### src/rtl/lift_pkg.sv
// Shared types and helpers for the lift request scheduler: FSM states,
// direction encoding and a set-bit search used by the LOOK target picker.
package lift_pkg;

    typedef enum logic [1:0] {
        IDLE = 2'd0,
        MOVE = 2'd1,
        DOOR = 2'd2
    } state_t;

    localparam logic DIR_UP = 1'b1;
    localparam logic DIR_DN = 1'b0;

    localparam int MAX_FLOORS  = 64;
    localparam int MAX_FLOOR_W = 6;

    typedef struct packed {
        logic                   found;
        logic [MAX_FLOOR_W-1:0] floor;
    } pick_t;

    // Searches strictly above or below 'from'; nearest takes the first hit
    // walking away from 'from', farthest takes the last one.
    function automatic pick_t pick_floor(input logic [MAX_FLOORS-1:0] vec,
                                         input int                    from,
                                         input logic                  above,
                                         input logic                  nearest);
        pick_t pick;
        pick = '0;
        for (int i = 0; i < MAX_FLOORS; i++) begin
            if (vec[i] && (above ? (i > from) : (i < from))) begin
                if (!pick.found || (above != nearest)) begin
                    pick.found = 1'b1;
                    pick.floor = MAX_FLOOR_W'(i);
                end
            end
        end
        return pick;
    endfunction

endpackage

### src/rtl/lift_target_select.sv
// Combinational LOOK target picker: nearest car/same-direction hall call
// ahead of the car, else the farthest opposite-direction hall call ahead.
module lift_target_select
    import lift_pkg::*;
#(
    parameter int N_FLOORS = 8,
    parameter int FLOOR_W  = $clog2(N_FLOORS)
) (
    input  logic [N_FLOORS-1:0] pend_up,
    input  logic [N_FLOORS-1:0] pend_dn,
    input  logic [N_FLOORS-1:0] pend_car,
    input  logic [FLOOR_W-1:0]  current_floor,
    input  logic                dir_up,
    output logic [FLOOR_W-1:0]  target_floor,
    output logic                target_found,
    output logic                demand_above,
    output logic                demand_below
);

    logic [N_FLOORS-1:0]   pend_all;
    logic [MAX_FLOORS-1:0] primary;
    logic [MAX_FLOORS-1:0] secondary;
    pick_t                 near_pick;
    pick_t                 far_pick;

    assign pend_all = pend_up | pend_dn | pend_car;

    // Demand flags ignore direction so the FSM can pick a direction first.
    always_comb begin
        demand_above = 1'b0;
        demand_below = 1'b0;
        for (int i = 0; i < N_FLOORS; i++) begin
            if (i > int'(current_floor)) demand_above = demand_above | pend_all[i];
            if (i < int'(current_floor)) demand_below = demand_below | pend_all[i];
        end
    end

    always_comb begin
        primary      = MAX_FLOORS'(pend_car | (dir_up ? pend_up : pend_dn));
        secondary    = MAX_FLOORS'(dir_up ? pend_dn : pend_up);
        near_pick    = pick_floor(primary, int'(current_floor), dir_up, 1'b1);
        far_pick     = pick_floor(secondary, int'(current_floor), dir_up, 1'b0);
        target_found = near_pick.found | far_pick.found;
        target_floor = near_pick.found ? FLOOR_W'(near_pick.floor)
                                       : FLOOR_W'(far_pick.floor);
    end

endmodule

### src/rtl/lift_request_scheduler.sv
// Per-floor call latching, LOOK-order target issue and door dwell timing
// between the call buttons and the car motion controller.
module lift_request_scheduler
    import lift_pkg::*;
#(
    parameter int N_FLOORS     = 8,
    parameter int FLOOR_W      = $clog2(N_FLOORS),
    parameter int DWELL_CYCLES = 16
) (
    input  logic                clk,
    input  logic                rst_n,
    input  logic [N_FLOORS-1:0] hall_up_calls,
    input  logic [N_FLOORS-1:0] hall_dn_calls,
    input  logic [N_FLOORS-1:0] car_calls,
    input  logic [FLOOR_W-1:0]  current_floor,
    input  logic                arrive,
    output logic [FLOOR_W-1:0]  target_floor,
    output logic                target_valid,
    output logic                dir_up,
    output logic                door_open,
    output logic [N_FLOORS-1:0] pend_up,
    output logic [N_FLOORS-1:0] pend_dn,
    output logic [N_FLOORS-1:0] pend_car
);

    localparam int CNT_W = (DWELL_CYCLES > 1) ? $clog2(DWELL_CYCLES) : 1;
    localparam logic [N_FLOORS-1:0] UP_MASK = {1'b0, {(N_FLOORS-1){1'b1}}};
    localparam logic [N_FLOORS-1:0] DN_MASK = {{(N_FLOORS-1){1'b1}}, 1'b0};

    state_t              state;
    state_t              state_next;
    logic                dir_next;
    logic [N_FLOORS-1:0] up_in;
    logic [N_FLOORS-1:0] dn_in;
    logic [N_FLOORS-1:0] clr_up;
    logic [N_FLOORS-1:0] clr_dn;
    logic [N_FLOORS-1:0] clr_car;
    logic [FLOOR_W-1:0]  sel_target;
    logic                sel_found;
    logic                demand_above;
    logic                demand_below;
    logic                demand_ahead;
    logic                demand_behind;
    logic                here_any;
    logic                at_target;
    logic                serve_arrive;
    logic                dwell_restart;
    logic                dwell_done;
    logic                load_target;
    logic [CNT_W-1:0]    dwell_cnt;

    assign up_in         = hall_up_calls & UP_MASK;
    assign dn_in         = hall_dn_calls & DN_MASK;
    assign here_any      = pend_up[current_floor] | pend_dn[current_floor] | pend_car[current_floor];
    assign at_target     = (current_floor == target_floor);
    assign serve_arrive  = (state == MOVE) && arrive && at_target;
    assign demand_ahead  = dir_up ? demand_above : demand_below;
    assign demand_behind = dir_up ? demand_below : demand_above;
    assign dwell_restart = (state == DOOR) &&
                           (car_calls[current_floor] |
                            (dir_up ? up_in[current_floor] : dn_in[current_floor]));
    assign dwell_done    = (state == DOOR) && !dwell_restart &&
                           (dwell_cnt == CNT_W'(DWELL_CYCLES - 1));

    // The picker looks in the direction the car will have next cycle, so a
    // fresh departure already carries the correct target.
    lift_target_select #(
        .N_FLOORS (N_FLOORS),
        .FLOOR_W  (FLOOR_W)
    ) u_select (
        .pend_up       (pend_up),
        .pend_dn       (pend_dn),
        .pend_car      (pend_car),
        .current_floor (current_floor),
        .dir_up        (dir_next),
        .target_floor  (sel_target),
        .target_found  (sel_found),
        .demand_above  (demand_above),
        .demand_below  (demand_below)
    );

    always_comb begin
        state_next = state;
        dir_next   = dir_up;
        clr_up     = '0;
        clr_dn     = '0;
        clr_car    = '0;
        case (state)
            IDLE: begin
                if (here_any) begin
                    state_next              = DOOR;
                    clr_car[current_floor]  = 1'b1;
                    clr_up[current_floor]   = 1'b1;
                    clr_dn[current_floor]   = 1'b1;
                end else if (demand_above) begin
                    dir_next   = DIR_UP;
                    state_next = MOVE;
                end else if (demand_below) begin
                    dir_next   = DIR_DN;
                    state_next = MOVE;
                end
            end
            MOVE: begin
                if (serve_arrive) begin
                    state_next             = DOOR;
                    clr_car[current_floor] = 1'b1;
                    if (dir_up) clr_up[current_floor] = 1'b1;
                    else        clr_dn[current_floor] = 1'b1;
                    if (!demand_ahead) begin
                        clr_up[current_floor] = 1'b1;
                        clr_dn[current_floor] = 1'b1;
                        dir_next              = !dir_up;
                    end
                end
            end
            DOOR: begin
                clr_car[current_floor] = 1'b1;
                if (dir_up) clr_up[current_floor] = 1'b1;
                else        clr_dn[current_floor] = 1'b1;
                if (dwell_done) begin
                    if (demand_ahead) begin
                        state_next = MOVE;
                    end else if (demand_behind) begin
                        dir_next   = !dir_up;
                        state_next = MOVE;
                    end else begin
                        state_next = IDLE;
                    end
                end
            end
            default: state_next = IDLE;
        endcase
    end

    // Hold the target once the car reaches it so the pending arrive still
    // matches; the strictly-beyond search would otherwise skip ahead.
    assign load_target = (state_next == MOVE) && sel_found &&
                         !((state == MOVE) && at_target);

    always_ff @(posedge clk or negedge rst_n) begin
        if (!rst_n) begin
            state <= IDLE;
        end else begin
            state <= state_next;
        end
    end

    always_ff @(posedge clk or negedge rst_n) begin
        if (!rst_n) begin
            dir_up       <= DIR_UP;
            pend_up      <= '0;
            pend_dn      <= '0;
            pend_car     <= '0;
            target_floor <= '0;
            target_valid <= 1'b0;
            door_open    <= 1'b0;
            dwell_cnt    <= '0;
        end else begin
            dir_up       <= dir_next;
            pend_up      <= (pend_up | up_in) & ~clr_up;
            pend_dn      <= (pend_dn | dn_in) & ~clr_dn;
            pend_car     <= (pend_car | car_calls) & ~clr_car;
            target_valid <= (state_next == MOVE);
            door_open    <= (state_next == DOOR);
            if (load_target) begin
                target_floor <= sel_target;
            end
            if ((state == DOOR) && (state_next == DOOR) && !dwell_restart) begin
                dwell_cnt <= dwell_cnt + CNT_W'(1);
            end else begin
                dwell_cnt <= '0;
            end
        end
    end

endmodule

### config.mk
export PLATFORM = sky130hd
export DESIGN_NAME = lift_request_scheduler
export DESIGN_NICKNAME = d
export VERILOG_FILES = /design/src/rtl/lift_pkg.sv /design/src/rtl/lift_target_select.sv /design/src/rtl/lift_request_scheduler.sv
export SDC_FILE = /design/constraint.sdc
export NUM_CORES = 1
export LEC_CHECK = 0
export ABC_CLOCK_PERIOD_IN_PS = 3800
export CAP_MARGIN = 20
export CORE_ASPECT_RATIO = 1.1
export CORE_MARGIN = 1.5
export CORE_UTILIZATION = 41
export CTS_CLUSTER_DIAMETER = 50
export DETAILED_ROUTE_END_ITERATION = 12
export GPL_TIMING_DRIVEN = 0
export HOLD_SLACK_MARGIN = 0.03
export PLACE_DENSITY = 0.68
export SYNTH_ARGS = -nofsm -noshare
export SYNTH_HDL_FRONTEND = slang
export SYNTH_SLANG_ARGS = --single-unit
### constraint.sdc
create_clock -name clk -period 3.8 [get_ports clk]
set_clock_uncertainty 0.2 [all_clocks]
set_input_delay 0.76 -clock clk [delete_from_list [all_inputs] [get_ports clk]]
set_output_delay 0.76 -clock clk [all_outputs]
set_load 0.005 [all_outputs]
==> summary.md <==
| Metric | Value |
|---|---|
| Largest net degree at the start of global routing | 37 |
| CTS tree | done |
| Top-area cell type share of the netlist area | 32.3% |
| Total negative slack | 0 ns |
| Final slew viol count | 0 |
| Final setup violation count | 0 |
| TritonCTS buffer count | 5 |
| Routed len/inst | 20.3 um |
| Most common cell in the netlist | nor2_1 |
| Setup Crit Path Kind | in -> reg |
| Synth top area cells | dfrtp_1, nor2_1, o21ai_0 |
| VDD IR max | 0.000257 V |
| Via count | 2975 |
| Vias in the first global route | 2779 |
| Rows | 30 |
| All-layer global routing usage | 28.8% |
| CP max FO | 10 |
| Core Util, Final | 56.2% |
| Status | finished clean |
| Die X | 80.6 um |
| RSZ-0062 raised after global routing | false |
| Max H-tree Level | 2 |
| Sink Count | 36 |
| LEAKAGE | 1.39 nW |
| Final Hold Vio Count | 0 |
| Die height | 88.4 um |
| Syn_nets | 369 |
| First-pass GRT wire length | 15.3 mm |
| Post-DP HPWL | 7.27 mm |
| Fin crit share | 97.1% |
| RePlAce Congestion | 0.975 |
| Achievable Freq | 0.271 GHz |
| Synthesized flop and latch total | 36 |
| Number of top-level pins | 60 |
| Ys Warns | 0 |
| EDFF count, synth | 0 |
| CTS clk-pin slew, worst paths | 0.08 ns |
| Worst-Skew Late Latency | 0.31 ns |
| P&R area growth vs syn | 29.7% |
| Worst setup SP type | primary input |
| Asr flop ratio synth | 100% |
| Diode count | 0 |
| Slew @ Worst Pin | 1.15 ns |
| Critical Path RT | 3.78 ns |
| DR vias/cell | 6.10 |
| DRT Pass-1 Iters | 5 |
| Cells after Synth | 338 |
| Initial Utilization | 43.3% |
| Pwr dens | 564 nW/um^2 |
| Share of cells above drive strength 1 | 10.3% |
| Post-synth top flop | dfrtp_1 |
| Seq/Total Area, Yosys | 33.2% |
| Placeable core region | 6270 sq um |
| Worst Setup End Kind | flop |
| IO buf count | 54 |
| Initial antenna violation count | 0 |
| Max cap viols | 0 |
| Unique masters post-synth | 66 |
| Syn avg cell area | 8.03 sq um |
| Crit path DAT | 3.67 ns |
| Crit path time final | 3.69 ns |
| Residual DRC | 0 |
| Clock Path Buffers | 2 |
| Top cells by count, synth | nor2_1, dfrtp_1, o21ai_0, a21oi_1, nand2_1 |
| Placed Cells | 472 |
| Area leader, netlist | dfrtp_1 |
| Root Buffer Master | clkbuf_8 |
| Hold Slack | 0.272 ns |
| Non-Filler Instances | 488 |
| HP Class | reg -> reg |
| Die Area | 7120 sq um |
| Routed wire length | 9.92 mm |
| Reg2reg setup slack | 0.24 ns |
| Nets | 438 |
| Cell Area, Synth | 2720 sq um |
| Relative slew slack | 23.3% |
| DR iter-0 viols | 344 |
| # hold bufs at CTS | 0 |
| Routed Antenna Nets | 0 |
| Grt ovf | 0 |
[worst max-delay path, stage by stage]
cell and delay, ns:
buf_2 0.17, clkbuf_1 0.28, and3b_1 0.26, a222oi_1 0.29
nand4_1 0.17, o21bai_1 0.19, a222oi_1 0.35, a32oi_2 0.18
buf_6 0.16, mux2_4 0.31, a31oi_4 0.22, mux2_4 0.31
[worst paths after layout]
check / from / end / cells past startpoint
worst max-delay path: current_floor[2] / target_floor[2] / 12
worst min-delay path: dwell_cnt[0] / dwell_cnt[0] / 1
worst max register to register: pend_dn[2] / target_floor[2] / 10
worst min register to register: dwell_cnt[0] / dwell_cnt[0] / 1
max in group asynchronous: rst_n / state[0] / 1
min in group asynchronous: rst_n / pend_up[0] / 1
[layer usage]
metal	part of all wire [%]	vias up	GRT usage, %
li1	-	1390	-
met1	42	1395	39.5
met3	9.1	17	4.23
met2	46	173	46.8
met4	2.2	0	9.40
met5	0	-	0
[layout by cell type, fill, tap and decap left out, types with 7 or more instances in the layout]
master	synthesis	layout
a21oi_1	27	27
inv_1	13	13
nor3_1	10	10
o21ai_0	31	31
nor2_1	55	55
nand2_1	27	27
a41oi_1	7	7
buf_4	2	9
clkdlybuf4s50_1	0	51
dfrtp_1	35	35
mux2i_1	8	8
[cell families after synthesis]
kind of cell / share of synthesized area [%]
AO/OA/AOI/OAI: 28.1
AND/OR/NAND/NOR: 24.5
flip-flops: 33.2
XOR/XNOR: 1.61
adder cells (fa/ha/maj): 0.461
multiplexers: 7.19
buffers and inverters: 4.98
[registers in the layout (all words and copies together), names as in the netlist]
| name | cells |
|---|---|
| dir_up | 1 |
| pend_dn | 8 |
| target_floor | 3 |
| dwell_cnt | 4 |
| pend_car | 8 |
| target_valid | 1 |
| state | 2 |
| pend_up | 8 |
| door_open | 1 |
[area by class of cell]
type | count | area [sq um]
Buffer | 16 | 86.3
Clock buffer | 6 | 82.6
Clock inverter | 2 | 13.8
Fill cell | 588 | 2750
Inverter | 13 | 48.8
Multi-Input combinational cell | 273 | 1680
Sequential cell | 36 | 902
Tap cell | 80 | 100
Timing Repair Buffer | 62 | 604
[power breakdown]
part,switching [mW],leakage (nW),total [mW],internal [mW]
registers,0.158,0.386,0.645,0.487
logic,0.536,0.955,1.03,0.494
clock network,0.163,0.0516,0.312,0.149
total,0.858,1.39,1.99,1.13
[metrics by stage]
step | area [sq um] | setup WS [ns] | total power, mW
after floorplan | 2720 | 0.161 | 1.16
after global placement | 3360 | -0.390 | 1.59
after detailed placement | 3350 | -0.386 | 1.59
after CTS | 3460 | 0.00557 | 1.94
after global routing | 3520 | 0.0426 | 2.09
final | 3520 | 0.111 | 1.99
[repair_timing]
item | CTS | global route
pin swaps | 3 | 7
gates resized for setup | 0 | 4
setup endpoints to repair | 2 | 3
setup buffers | 2 | 6
No activity file was read; power rests on OpenSTA's default activity.
